**src/rtl/movimentacao_pkg.sv**
```systemverilog
// Shared types and constants for the vacuum robot movement controller.
// State codes, wheel command codes and the per-state motor decode.
package movimentacao_pkg;

  typedef enum logic [2:0] {
    PARADO   = 3'd0,
    FRENTE   = 3'd1,
    RE       = 3'd2,
    GIRO_ESQ = 3'd3,
    GIRO_DIR = 3'd4,
    PRESO    = 3'd5
  } estado_t;

  localparam logic [1:0] MOTOR_PARA   = 2'b00;
  localparam logic [1:0] MOTOR_FRENTE = 2'b01;
  localparam logic [1:0] MOTOR_RE     = 2'b10;

  // Left wheel command for a given state
  function automatic logic [1:0] motor_esq_de(estado_t s);
    logic [1:0] m;
    m = MOTOR_PARA;
    unique case (s)
      FRENTE:   m = MOTOR_FRENTE;
      RE:       m = MOTOR_RE;
      GIRO_ESQ: m = MOTOR_RE;
      GIRO_DIR: m = MOTOR_FRENTE;
      default:  m = MOTOR_PARA;
    endcase
    return m;
  endfunction

  // Right wheel command for a given state
  function automatic logic [1:0] motor_dir_de(estado_t s);
    logic [1:0] m;
    m = MOTOR_PARA;
    unique case (s)
      FRENTE:   m = MOTOR_FRENTE;
      RE:       m = MOTOR_RE;
      GIRO_ESQ: m = MOTOR_FRENTE;
      GIRO_DIR: m = MOTOR_RE;
      default:  m = MOTOR_PARA;
    endcase
    return m;
  endfunction

endpackage

```
**src/rtl/movimentacao_fsm_temporizador.sv**
```systemverilog
// Loadable down-counter timing the reverse and turn manoeuvres.
// Holds at zero; load wins over decrement.
module temporizador_manobra #(
  parameter int CNT_W = 16
) (
  input  logic             clk,
  input  logic             rst,
  input  logic             load,
  input  logic [CNT_W-1:0] load_val,
  input  logic             en,
  output logic             zero
);

  logic [CNT_W-1:0] cnt_q;

  // Load, or count down until zero is reached
  always_ff @(posedge clk or posedge rst) begin
    if (rst) begin
      cnt_q <= '0;
    end else if (load) begin
      cnt_q <= load_val;
    end else if (en && (cnt_q != '0)) begin
      cnt_q <= cnt_q - CNT_W'(1);
    end
  end

  assign zero = (cnt_q == '0);

endmodule

```
**src/rtl/movimentacao_fsm.sv**
```systemverilog
// Registered movement controller: timed reverse/turn manoeuvres,
// frontal collision counting and stuck detection.
module movimentacao_fsm
  import movimentacao_pkg::*;
#(
  parameter int CNT_W    = 16,
  parameter int T_RE     = 50,
  parameter int T_GIRO   = 100,
  parameter int T_LIVRE  = 200,
  parameter int MAX_TENT = 3
) (
  input  logic       clk,
  input  logic       rst,
  input  logic       habilita,
  input  logic       obst_frente,
  input  logic       obst_esq,
  input  logic       obst_dir,
  output logic [1:0] motor_esq,
  output logic [1:0] motor_dir,
  output logic [2:0] estado,
  output logic       preso
);

  localparam longint CNT_MAX = (longint'(1) << CNT_W) - 1;

  if (CNT_W < 1 || CNT_W > 62) begin : g_bad_cnt_w
    $error("CNT_W out of range");
  end
  if (T_RE < 1 || longint'(T_RE) > CNT_MAX) begin : g_bad_t_re
    $error("T_RE out of range");
  end
  if (T_GIRO < 1 || longint'(T_GIRO) > CNT_MAX) begin : g_bad_t_giro
    $error("T_GIRO out of range");
  end
  if (T_LIVRE < 1 || longint'(T_LIVRE) > CNT_MAX) begin : g_bad_t_livre
    $error("T_LIVRE out of range");
  end
  if (MAX_TENT < 2 || MAX_TENT > 7) begin : g_bad_max_tent
    $error("MAX_TENT out of range");
  end

  localparam logic [CNT_W-1:0] RE_INI    = CNT_W'(T_RE - 1);
  localparam logic [CNT_W-1:0] GIRO_INI  = CNT_W'(T_GIRO - 1);
  localparam logic [CNT_W-1:0] LIVRE_FIM = CNT_W'(T_LIVRE - 1);
  localparam logic [2:0]       TENT_FIM  = 3'(MAX_TENT - 1);

  estado_t          state_q, state_d;
  estado_t          dir_q, dir_d;
  logic [2:0]       tent_q, tent_d;
  logic [CNT_W-1:0] livre_q, livre_d;
  logic [1:0]       motor_esq_q, motor_dir_q;
  logic             preso_q;

  logic             tmr_load;
  logic [CNT_W-1:0] tmr_val;
  logic             tmr_en;
  logic             tmr_zero;

  assign tmr_en = (state_q == RE) || (state_q == GIRO_ESQ) ||
                  (state_q == GIRO_DIR);

  temporizador_manobra #(
    .CNT_W(CNT_W)
  ) u_tmr (
    .clk     (clk),
    .rst     (rst),
    .load    (tmr_load),
    .load_val(tmr_val),
    .en      (tmr_en),
    .zero    (tmr_zero)
  );

  // Next state, collision count, free-run count and timer loads
  always_comb begin
    state_d  = state_q;
    dir_d    = dir_q;
    tent_d   = tent_q;
    livre_d  = livre_q;
    tmr_load = 1'b0;
    tmr_val  = '0;
    if (!habilita) begin
      state_d  = PARADO;
      tent_d   = '0;
      livre_d  = '0;
      tmr_load = 1'b1;
      tmr_val  = '0;
    end else begin
      unique case (state_q)
        PARADO: state_d = FRENTE;
        FRENTE: begin
          livre_d = '0;
          if (obst_frente) begin
            if (tent_q == TENT_FIM) begin
              state_d = PRESO;
            end else begin
              state_d  = RE;
              tent_d   = tent_q + 3'd1;
              tmr_load = 1'b1;
              tmr_val  = RE_INI;
              dir_d    = (obst_dir && !obst_esq) ? GIRO_ESQ : GIRO_DIR;
            end
          end else if (obst_esq) begin
            state_d  = GIRO_DIR;
            tmr_load = 1'b1;
            tmr_val  = GIRO_INI;
          end else if (obst_dir) begin
            state_d  = GIRO_ESQ;
            tmr_load = 1'b1;
            tmr_val  = GIRO_INI;
          end else if (livre_q == LIVRE_FIM) begin
            livre_d = livre_q;
            tent_d  = '0;
          end else begin
            livre_d = livre_q + CNT_W'(1);
          end
        end
        RE: begin
          if (tmr_zero) begin
            state_d  = dir_q;
            tmr_load = 1'b1;
            tmr_val  = GIRO_INI;
          end
        end
        GIRO_ESQ, GIRO_DIR: begin
          if (tmr_zero) state_d = FRENTE;
        end
        PRESO:   state_d = PRESO;
        default: state_d = PARADO;
      endcase
    end
  end

  // State registers with motor and stuck outputs registered alongside
  always_ff @(posedge clk or posedge rst) begin
    if (rst) begin
      state_q     <= PARADO;
      dir_q       <= GIRO_DIR;
      tent_q      <= '0;
      livre_q     <= '0;
      motor_esq_q <= MOTOR_PARA;
      motor_dir_q <= MOTOR_PARA;
      preso_q     <= 1'b0;
    end else begin
      state_q     <= state_d;
      dir_q       <= dir_d;
      tent_q      <= tent_d;
      livre_q     <= livre_d;
      motor_esq_q <= motor_esq_de(state_d);
      motor_dir_q <= motor_dir_de(state_d);
      preso_q     <= (state_d == PRESO);
    end
  end

  assign motor_esq = motor_esq_q;
  assign motor_dir = motor_dir_q;
  assign estado    = state_q;
  assign preso     = preso_q;

endmodule

```
**config.mk**
```make
export PLATFORM = sky130hd
export DESIGN_NAME = movimentacao_fsm
export DESIGN_NICKNAME = d
export VERILOG_FILES = /design/src/rtl/movimentacao_pkg.sv /design/src/rtl/movimentacao_fsm_temporizador.sv /design/src/rtl/movimentacao_fsm.sv
export SDC_FILE = /design/constraint.sdc
export NUM_CORES = 1
export LEC_CHECK = 0
export ABC_AREA = 1
export BUFFER_PORTS_ARGS = -buffer_cell sky130_fd_sc_hd__buf_4
export CORE_MARGIN = 2
export CORE_UTILIZATION = 60
export CTS_BUF_LIST = sky130_fd_sc_hd__clkbuf_4 sky130_fd_sc_hd__clkbuf_8
export DETAILED_ROUTE_END_ITERATION = 8
export GPL_ROUTABILITY_DRIVEN = 0
export PLACE_DENSITY_LB_ADDON = 0.25
export SYNTH_ARGS = -nofsm -noshare
export SYNTH_HDL_FRONTEND = slang
export SYNTH_SLANG_ARGS = --single-unit
```
**constraint.sdc**
```tcl
create_clock -name clk -period 3.9 [get_ports clk]
set_input_delay 0.78 -clock clk [delete_from_list [all_inputs] [get_ports clk]]
set_output_delay 0.78 -clock clk [all_outputs]
set_load 0.01 [all_outputs]
```
Word level (Yosys, flattened, before mapping)
Cells that the tools add are included.
{ "classes": {"shift": 0, "multipliers": 0, "mux": 40, "n_reduce_logical": 17, "eq_ne": 18, "div_mod_pow": 0, "n_bitwise": 1, "addsub": 3, "n_lt_le_gt_ge": 0} }
{ "ops": {"columns": ["cell", "n"], "rows": [
  ["$mux 16", 10],
  ["$mux 3", 15],
  ["$pmux 16 s2", 1],
  ["$mux 7", 3],
  ["$add 16x1->16 const B", 1],
  ["$eq 16x8->1 const B", 1],
  ["$logic_not 16->1", 1],
  ["$reduce_bool 16->1", 1],
  ["$sub 16x1->16 const B", 1],
  ["$eq 3x2->1 const B", 5],
  ["$pmux 3 s5", 1],
  ["$eq 3x3->1 const B", 4],
  ["$reduce_or 2->1", 5],
  ["$ne 3x3->1 const B", 3],
  ["$pmux 2 s2", 2],
  ["$eq 3x1->1 const B", 2],
  ["$mux 1", 6],
  ["$mux 6", 1],
  ["$ne 5x5->1 const B", 1],
  ["$reduce_and 5->1", 1],
  ["$reduce_and 4->1", 1],
  ["$add 3x1->3 const B", 1],
  ["$logic_not 3->1", 1],
  ["$ne 3x1->1 const B", 1],
  ["other kinds (8)", 10]
]} }
{ "totals": {"register_bits": 46, "word_cells": 87, "mem_bits_rw": 0, "mem_bits_ro": 0, "out_inout_bits": 8, "latch_bits": 0, "mem_count": 0} }

Logic depth before layout (Yosys ltp)
{ "logic_depth": {"word_depth": 8, "depth_mapped": 13, "depth_no_buf": 13} }

By module
Synthesis repeated with hierarchy kept, for this count alone.
{ "unflattened": {"hier_cells": 433, "area_unflattened_um2": 2982.9} }
{ "by_module_without_submodules": {"columns": ["mod", "cells_each", "area_per_inst_um2", "n_inst", "seq_area_each_um2"], "rows": [
  ["movimentacao_fsm", 261, 1853.0, 1, 726.9],
  ["temporizador_manobra", 172, 1129.8, 1, 400.4]
]} }

Worst setup path before layout
OpenSTA, ideal clock, no wires.
{ "synth_path": {"path_kind": "in2reg", "from": "input port obst_dir", "to": "register u_tmr.cnt_q[4]", "arrival_ns": 1.707, "required_time_ns": 3.772, "stages": 8, "setup_slack_ns": 2.065, "setup_ns": 0.128, "cell_sequence": "inv_1 nand2_2 o211ai_2 nand2_2 nor2_4 nand2_4 nor2_1 a21oi_1"} }
{ "synth_via": {"elab_chain_cells": 6, "elab_cells_between_ends": 7} }
{ "synth_rtl": {"columns": ["item", "line_no", "text"], "rows": [
  ["start: declaration", "movimentacao_fsm.sv:17", "input logic obst_dir,"],
  ["$mux 1 (*)", "movimentacao_fsm.sv:106", "end else if (obst_dir) begin"],
  ["$mux 1 (*)", "movimentacao_fsm.sv:102", "end else if (obst_esq) begin"],
  ["$mux 1 (*)", "movimentacao_fsm.sv:92", "if (obst_frente) begin"],
  ["$pmux 1 s2 (*)", "movimentacao_fsm.sv:88", "unique case (state_q)"],
  ["$mux 1 (*)", "movimentacao_fsm.sv:81", "if (!habilita) begin"],
  ["$mux 16 or $reduce_bool 2->1 (tied branches)", null, null],
  ["end signal: assignment", "movimentacao_fsm_temporizador.sv:21", "cnt_q <= load_val;"],
  ["end signal: assignment", "movimentacao_fsm_temporizador.sv:23", "cnt_q <= cnt_q - CNT_W'(1);"],
  ["end: declaration", "movimentacao_fsm_temporizador.sv:14", "logic [CNT_W-1:0] cnt_q;"]
]} }
Every way passes the cells marked *; elsewhere a longest branch is shown, timed or not.
A chain may end at the register's enable or synchronous reset.

Worst setup path in the final report
{ "layout_path": {"from": "input port obst_dir", "to": "register livre_q[4]"} }
{ "layout_via": {"elab_chain_cells": 5, "elab_cells_between_ends": 7} }
{ "layout_rtl": {"columns": ["item", "line_no", "text"], "rows": [
  ["$mux 16", "movimentacao_fsm.sv:106", null],
  ["$mux 16", "movimentacao_fsm.sv:102", null],
  ["$mux 16", "movimentacao_fsm.sv:92", null],
  ["$mux 16", "movimentacao_fsm.sv:88", null],
  ["$mux 16", "movimentacao_fsm.sv:81", null],
  ["end signal: assignment", "movimentacao_fsm.sv:147", "livre_q <= livre_d;"],
  ["end: declaration", "movimentacao_fsm.sv:50", "logic [CNT_W-1:0] livre_q, livre_d;"]
]} }
Several ways; a longest one is shown, not always the timed one. The select of a mux whose other input is x is not followed.

==> key figures <==
Cells and area
  • ANT cells: 0
  • Fillers: 412
  • Non-filler cells, final: 511
  • Fin nets: 454
  • Area grow syn2layout: 8.863%
  • Reg area: 1127 sq um
  • Multi-input gate area: 1577 sq um
  • Share of cells above drive strength 1: 0.1396

Place
  • Port bufs: 13
  • DP Cell Count: 503
  • Pre-CTS setup slack: 1.672 ns
  • DPL Wire Length: 4.802 mm

GRT
  • Initial antenna violation count: 0
  • First-pass GRT wire length: 11.00 mm
  • Pin count of the biggest net entering global routing: 46
  • GRT Residual Overflow: 0
  • Vias in the first global route: 2,504
  • GR Util All Layers: 0.2533

Logic synthesis
  • Netlist Area Pre-Place: 2993 sq um
  • Most common cell in the netlist: nand2_1
  • Top FF cell, synth: dfrtp_1
  • Yosys warning count: 0
  • Top post-synthesis cells by area: dfrtp_1 37%, nand2_1 13%, inv_1 7.7%, nor2_1 7.7%, nand3_1 6.0%
  • Post-Synthesis Cells: 427
  • Yosys top cell area share: 0.3679
  • EDFF count, synth: 0
  • Synth cell types: 32
  • Part of the Yosys area used for sequential elements: 0.3767
  • Net Count, Synth: 438
  • Synth top cells by count: 102 x nand2_1, 61 x inv_1, 61 x nor2_1
  • Average size of a mapped cell: 7.009 sq um
  • Largest area contributor in the netlist: dfrtp_1
  • #FFs+latches synth: 45
  • Ys async rst share: 1.000

STA
  • Slew Limit Fails: 0
  • Post-route setup TNS: 0 ns
  • Final worst setup slack: 1.968 ns
  • Worst hold slack: 0.5022 ns
  • Worst-case clock skew: 0.009622 ns
  • Final hold vios: 0
  • Final setup viols: 0
  • Slew headroom: 0.3786
  • Final min period: 1.932 ns
  • FMAX: 517.7 MHz
  • Worst-margin pin slew: 0.9307 ns
  • Unrepaired setup endpoints after global routing: false
  • Period utilization: 0.4953

Clock network
  • Clock buffer depth: 2
  • # clock sinks: 45
  • Post-CTS Hold Buffers: 0
  • Worst skew pair latency: 0.31 ns
  • TritonCTS buffer count: 5
  • Cts repair resizes: 0
  • H-tree depth: 2
  • CTS tree: done
  • Post-CTS Setup Repair Bufs: 0
  • Clock Pin Slew Worst Setup and Hold Paths: 0.09 ns
  • CTS root buffer: clkbuf_8

Critical path
  • Crit end category: register
  • Register-to-register setup slack: 2.09 ns
  • Crit path kind: in -> reg
  • FF-to-FF path depth: 12
  • Critical path required time: 4.09 ns
  • Worst r2r src: u_tmr.cnt_q[0]
  • Launch point of the worst path: obst_dir
  • Worst-path maximum fanout: 14
  • Reg-to-reg endpoint: u_tmr.cnt_q[10]
  • Worst EP arrival: 2.13 ns
  • Startpoint Class: input pin

Power
  • Total power: 1.752 mW
  • Worst VDD drop: 362.9 uV
  • Power per cell area: 537.6 nW/um^2
  • LEAKAGE: 1.689 nW

Hold path
  • Hold worst-path end: dir_q[2]
  • Hold crit path type: reg -> reg
  • Hold path startpoint: dir_q[2]
  • Hold Path Stages: 2

Status
  • Status: finished, final reports clean

Die
  • Die width: 74.63 um
  • Cell row count: 25
  • Core Box Area: 4755 sq um
  • Chip height: 74.63 um
  • DIE AREA: 5569 sq um
  • Initial Util: 0.6295
  • Num ports: 14

Detailed routing
  • Drc violations: 0
  • Via count: 2,710
  • Routed len/inst: 12.63 um
  • Initial DRC Count: 213
  • Final wirelength: 6.452 mm
  • Pre-Repair DR Iteration Count: 4
  • Vias per Instance: 5.303
  • Detail Route Antenna Nets: 0

Run
  • Maxcap violations: 0
cells by family (layout without fill, tap and decap cells):
group	after synthesis	in the layout	share of synthesized area
and+or+nand+nor	260	260	0.4110
buffers and inverters	72	89	0.09657
DFF	45	45	0.3767
AOI/OAI and AO/OA	36	36	0.06856
xor gates and xnor gates	9	9	0.02634
adders and majority gates	5	5	0.02090
worst max-delay path, stage by stage:
cell and delay [ns]:
buf_4 0.12, inv_1 0.15, nand2_2 0.15, nor2_4 0.21, nand3_4 0.13, nand2_4 0.17
inv_2 0.14, nand2_1 0.08, nand2_1 0.05, and2_1 0.15
worst max path at each step:
stage / to / slack [ns]
2_1_floorplan: dir_q[1] / 2.06
3_3_place_gp: livre_q[4] / 1.75
3_5_place_dp: livre_q[4] / 1.67
4_1_cts: livre_q[4] / 1.99
5_1_grt: livre_q[4] / 1.90
6_report: livre_q[4] / 1.97
cell type report:
class                   instances  area share
clock buffers                   5     0.02112
well taps                      67     0.02573
clock inverters                 3     0.01421
inverters                      68     0.07911
multi-input cells             310      0.4839
flip-flops and latches         45      0.3460
repair buffers                 13     0.02995
sequential cells by signal, indices dropped and copies added (netlist names):
name and count:
livre_q 16, u_tmr.cnt_q 16, estado 3, tent_q 3, dir_q 2, motor_dir 2
motor_esq 2, preso 1
metal layers:
| metal | GRT usage | share of wire | up-vias |
|---|---|---|---|
| met5 | 0 | 0 | - |
| met1 | 0.3551 | 0.49 | 1246 |
| met3 | 0.04953 | 0.046 | 11 |
| li1 | - | - | 1386 |
| met4 | 0.07738 | 0.015 | 0 |
| met2 | 0.3992 | 0.45 | 67 |
power breakdown:
part | internal (mW) | leakage (nW) | total [mW] | switching [mW]
Sequential | 0.544 | 0.612 | 0.614 | 0.0701
Combinational | 0.257 | 1.02 | 0.773 | 0.516
Clock | 0.192 | 0.0543 | 0.365 | 0.173
Total | 0.992 | 1.69 | 1.75 | 0.759
layout by cell type, fill, tap and decap left out, types with 2 or more instances in the layout:
cell type  instances
nand2_1          102
nor2_1            61
inv_1             60
dfrtp_1           44
nand3_1           36
nand4_1           18
o21ai_0           15
buf_4             13
nor3_1            11
a21oi_1           10
nor2_2             8
inv_2              7
nand2_2            7
o21ai_1            7
xor2_1             6
ha_1               5
clkbuf_8           5
nand2_4            4
nor2_4             4
xnor2_1            3
nor3_2             3
nand3_2            2
nor4_1             2
stage by stage:
stage / utilization / cell area (sq um)
2_1_floorplan: - / 2993
3_3_place_gp: 0.6611 / 3143
3_5_place_dp: 0.6611 / 3143
4_1_cts: 0.6853 / 3258
5_1_grt: 0.6853 / 3258
6_report: 0.6853 / 3258
No activity file was read; power rests on OpenSTA's default activity.
